### config.mk
export PLATFORM = sky130hd
export DESIGN_NAME = ex_wb_pipe_2l
export DESIGN_NICKNAME = d
export VERILOG_FILES = /design/src/rtl/ex_wb_pipe_2l.sv
export SDC_FILE = /design/constraint.sdc
export NUM_CORES = 1
export LEC_CHECK = 0
export CORE_AREA = 2 2 234 236
export DETAILED_ROUTE_END_ITERATION = 10
export DIE_AREA = 0 0 236 238
export HOLD_SLACK_MARGIN = 0.05
export PLACE_DENSITY = 0.45
export SYNTH_ARGS = -nofsm -noshare
export SYNTH_HDL_FRONTEND = slang
export SYNTH_SLANG_ARGS = --single-unit
export TNS_END_PERCENT = 50
### constraint.sdc
create_clock -name clock -period 2.93 [get_ports clock]
set_clock_uncertainty 0.2 [all_clocks]
set_input_delay 0.879 -clock clock [delete_from_list [all_inputs] [get_ports clock]]
set_output_delay 0.879 -clock clock [all_outputs]
set_load 0.05 [all_outputs]
### src/rtl/ex_wb_pipe_2l.sv
// Two-lane EX1->EX2 writeback staging: combinational EX1 forward pairs,
// registered EX2 commit pairs with late-result muxing, and load-use interlock.
module ex_wb_pipe_2l #(
  parameter logic [5:0] ZZR_ID = 6'h3F,
  parameter int         CNT_W  = 32
) (
  input  logic             clock,
  input  logic             reset,
  input  logic             hold,
  input  logic [5:0]       exIdRnA,
  input  logic [63:0]      exValRnA,
  input  logic             exHeldA,
  input  logic [5:0]       exIdRnB,
  input  logic [63:0]      exValRnB,
  input  logic             exHeldB,
  input  logic [63:0]      ex2ValA,
  input  logic [63:0]      ex2ValB,
  input  logic [5:0]       decIdRs,
  input  logic [5:0]       decIdRt,
  input  logic [5:0]       decIdRu,
  input  logic [5:0]       decIdRv,
  output logic [5:0]       regIdRnA1,
  output logic [63:0]      regValRnA1,
  output logic [5:0]       regIdRnB1,
  output logic [63:0]      regValRnB1,
  output logic [5:0]       regIdRnA2,
  output logic [63:0]      regValRnA2,
  output logic [5:0]       regIdRnB2,
  output logic [63:0]      regValRnB2,
  output logic             stall,
  output logic [CNT_W-1:0] stallCnt
);

  localparam logic [CNT_W-1:0] CNT_ONE = {{(CNT_W-1){1'b0}}, 1'b1};

  logic [5:0]       id2a_q,   id2a_d,   id2b_q,   id2b_d;
  logic [63:0]      val2a_q,  val2a_d,  val2b_q,  val2b_d;
  logic             held2a_q, held2a_d, held2b_q, held2b_d;
  logic [CNT_W-1:0] stall_cnt_q, stall_cnt_d;
  logic             hit_a_s, hit_b_s, stall_s;

  // Load-use detect: only an EX1 result still pending with a real destination blocks decode.
  always_comb begin
    hit_a_s = 1'b0;
    hit_b_s = 1'b0;
    if (exHeldA && (exIdRnA != ZZR_ID)) begin
      hit_a_s = (decIdRs == exIdRnA) || (decIdRt == exIdRnA) ||
                (decIdRu == exIdRnA) || (decIdRv == exIdRnA);
    end else begin
      hit_a_s = 1'b0;
    end
    if (exHeldB && (exIdRnB != ZZR_ID)) begin
      hit_b_s = (decIdRs == exIdRnB) || (decIdRt == exIdRnB) ||
                (decIdRu == exIdRnB) || (decIdRv == exIdRnB);
    end else begin
      hit_b_s = 1'b0;
    end
    stall_s = hit_a_s || hit_b_s;
  end

  // Next-state for EX2 staging and the interlock counter; hold freezes everything.
  always_comb begin
    id2a_d      = id2a_q;
    val2a_d     = val2a_q;
    held2a_d    = held2a_q;
    id2b_d      = id2b_q;
    val2b_d     = val2b_q;
    held2b_d    = held2b_q;
    stall_cnt_d = stall_cnt_q;
    if (!hold) begin
      id2a_d   = exIdRnA;
      val2a_d  = exValRnA;
      held2a_d = exHeldA;
      id2b_d   = exIdRnB;
      val2b_d  = exValRnB;
      held2b_d = exHeldB;
      if (stall_s) begin
        stall_cnt_d = stall_cnt_q + CNT_ONE;
      end else begin
        stall_cnt_d = stall_cnt_q;
      end
    end else begin
      stall_cnt_d = stall_cnt_q;
    end
  end

  // State registers; reset wins over hold and drops any pending late result.
  always_ff @(posedge clock) begin
    if (reset) begin
      id2a_q      <= ZZR_ID;
      val2a_q     <= 64'h0;
      held2a_q    <= 1'b0;
      id2b_q      <= ZZR_ID;
      val2b_q     <= 64'h0;
      held2b_q    <= 1'b0;
      stall_cnt_q <= {CNT_W{1'b0}};
    end else begin
      id2a_q      <= id2a_d;
      val2a_q     <= val2a_d;
      held2a_q    <= held2a_d;
      id2b_q      <= id2b_d;
      val2b_q     <= val2b_d;
      held2b_q    <= held2b_d;
      stall_cnt_q <= stall_cnt_d;
    end
  end

  assign regIdRnA1  = exHeldA ? ZZR_ID : exIdRnA;
  assign regValRnA1 = exValRnA;
  assign regIdRnB1  = exHeldB ? ZZR_ID : exIdRnB;
  assign regValRnB1 = exValRnB;

  assign regIdRnA2  = id2a_q;
  assign regValRnA2 = held2a_q ? ex2ValA : val2a_q;
  assign regIdRnB2  = id2b_q;
  assign regValRnB2 = held2b_q ? ex2ValB : val2b_q;

  assign stall      = stall_s;
  assign stallCnt   = stall_cnt_q;

endmodule

==> out/metrics.yaml <==
tritoncts: "done"
ir_drop_mv: 0.415
whs_ns: 0.268
p_leak_nw: 8.37
path_class: "primary input to output port"
power_mw: 8.56
drtIter0Drc: 281
ys_warn_count: 0
synth_fp_nets: 1351
violations: "negative setup slack"
nNetsFinal: 1835
drive_above_1_share_pct: 37.7
dpl.hpwl_um: 36200
tightest_slew_ns: 0.661
path_max_fanout: 2
die_y_um: 238
cts_buffer_depth: 2
dieArea_sq_mm: 0.0562
grt_usage_pct: 15.8
drc: 0
relSlewSlack_pct: 55.9
avgViaCountPerCell: 4.07
n_fill_cell: 5313
gp_congestion: 0.776
ant_nets: 0
power.switching_mw: 2.92
cts_buffers: 17
finalCritPeriodShare_pct: 103
crit_arrival_ns: 1.93
rsz0062_at_grt: "yes"
async_flop_share_pct: 0
ys_types: 33
p_int_mw: 5.63
synth_area_sq_mm: 0.00995
status: "finished, violations left"
fmax_mhz: 332
grt_max_degree: 85
clock-sinks: 174
final_core_util_pct: 36.8
clk_latency_ns: 0.48
start_util_pct: 18.6
wl_per_cell_um: 20.3
timing.final.ws_setup_ns: -0.0804
worstSetupStartpointType: "primary input"
drv_cap: 0
synth_ff_type: "dfxtp_1"
ys_seq_area_share_pct: 35.0
antenna_found_initial: 3
rows: 85
hold_viol: 0
endpoint_kind: "output port"
dp_slack_ns: -0.739
layout-area-overhead-vs-synth_pct: 98.0
p_per_area_mw_per_mm2: 434
combPwrFrac_pct: 39.8
hold_class: "flip-flop to flip-flop"
grt_pass1_wl_um: 64700
tns_ns: -0.0804
maxSlewViolCount: 0
grt_pass1_vias: 9591
wl_um: 45700
htree_levels: 4
io-pin-count: 610
ys_ff_latch: 174
cts_root_buffer: "clkbuf_16"
switching_share_pct: 34.2
p_seq_share_pct: 29.8
synth_cells: 1053
clkPwrFrac_pct: 30.4
critPathRequiredTime_ns: 1.85
setup_viol: 1
firstDrtPassIters: 4
die_w_um: 236
vias: 9143
grt-ovfl-total: 0
finalCriticalPeriod_ns: 3.01
avgSynthCellArea_sq_um: 9.45
cts.clk_slew.worst_paths_ns: 0.07
synth-edff-count: 0
io_buffers: 609
n_antenna_cell: 0
fp.coreArea_sq_mm: 0.0535
-- worst max-delay path, cell delays in order --
cell	delay, ns
clkbuf_2	0.13
xnor2_2	0.19
nand4_1	0.16
o22ai_2	0.18
o21bai_2	0.13
nand2_4	0.11
buf_12	0.14
-- cells in the mapped netlist, drive strengths merged, types with 2 or more instances --
library cell  count  area, sq um
nand3             9         45.0
nor2            166          623
and2              2         12.5
o22ai             4         25.0
a211oi            2         15.0
o21bai            2         15.0
nor2b            41          257
or2              12         75.1
mux2            157         1770
clkbuf           37          139
nand2            24         90.1
xnor2            48          420
o21ai             6         30.0
nand4            24          156
a21o              2         15.0
a211o            12          105
and3              3         18.8
dfxtp           174         3480
nand2b            2         12.5
buf             161         1120
a21oi            29          145
mux2i           130         1300
-- worst paths after layout --
kind | start | to | slack, ns | cells after the start
hold reg to reg | regIdRnB2[1]$_SDFFE_PP1N_ | regIdRnB2[1]$_SDFFE_PP1N_ | 0.27 | 1
setup reg to reg | stallCnt[3]$_SDFFE_PP0P_ | stallCnt[31]$_SDFFE_PP0P_ | 0.57 | 6
setup / recovery | decIdRt[5] | stall | -0.08 | 7
hold / removal | regIdRnB2[1]$_SDFFE_PP1N_ | regIdRnB2[1]$_SDFFE_PP1N_ | 0.27 | 1
-- per-stage QoR --
stage	std cells	area [sq um]
6_report	2246	19700
5_1_grt	2246	19700
4_1_cts	2245	19600
3_5_place_dp	2203	18800
3_3_place_gp	2203	18800
2_1_floorplan	1053	9980
-- power by group through the flow --
stage	clock network (mW)	registers (mW)	logic, mW
6_report	2.60	2.55	3.41
5_1_grt	2.80	2.56	3.53
4_1_cts	2.73	2.55	3.42
3_5_place_dp	0	2.61	3.39
3_3_place_gp	0	2.60	3.38
2_1_floorplan	0	2.62	1.63
-- area by class of cell --
type                    count  area (sq um)  share of cell area, %
clock buffers              18           439                   2.23
clock inverters            14           204                   1.03
flip-flops and latches    174          3490                   17.7
well taps                 696           871                   4.42
repair buffers            663          9160                   46.5
multi-input cells         680          5540                   28.1
inverters                   1          3.75                 0.0190
-- cell families after synthesis --
kind of cell               after synthesis  synth area share [%]
xor gates and xnor gates                48                  4.22
and+or+nand+nor                        285                  13.4
adders and majority gates                1                 0.126
DFF                                    174                  35.0
buffers and inverters                  199                  12.6
muxes                                  287                  30.8
AOI/OAI and AO/OA                       59                  3.77
-- per-layer routing --
layer / part of all wire (%) / track usage [%] / up-vias
met1: 39 / 17.5 / 4359
met5: 0.048 / 0 / -
li1: - / - / 4427
met3: 6.8 / 4.94 / 34
met2: 53 / 28.6 / 319
met4: 1.8 / 5.06 / 4
-- cells in the final DEF, fill, tap and decap left out, types with 3 or more instances in the layout --
master	Yosys	layout
nor2b_1	41	41
mux2_2	128	125
nor2_1	166	166
mux2_4	0	3
buf_4	128	54
nand4_1	23	23
buf_12	0	272
inv_6	0	4
clkbuf_16	0	19
a211o_1	12	12
clkdlybuf4s50_1	0	294
mux2i_1	130	130
xnor2_1	48	15
or2_2	12	12
mux2_1	29	29
nand3_1	9	9
clkbuf_2	0	22
dlymetal6s2s_1	0	3
and3_1	3	3
xnor2_2	0	31
o22ai_2	0	4
nand2_1	24	23
buf_6	0	12
a21oi_1	29	29
o21ai_1	4	4
dfxtp_1	174	172
bufinv_16	0	4
-- flip-flops by register name, summed over array words and instances, names as in the netlist --
name       count
regIdRnA2      6
regIdRnB2      6
held2b_q       1
held2a_q       1
val2a_q       64
stallCnt      32
val2b_q       64
-- repair_timing --
| item | CTS | global route |
|---|---|---|
| setup buffers | 10 | 4 |
| gates resized for setup | 99 | 124 |
| endpoints found under the setup margin | 70 | 62 |
| hold buffers | 0 | 0 |
| gates cloned | 0 | 3 |
| pin swaps | 24 | 51 |
No activity file was read; power rests on OpenSTA's default activity.
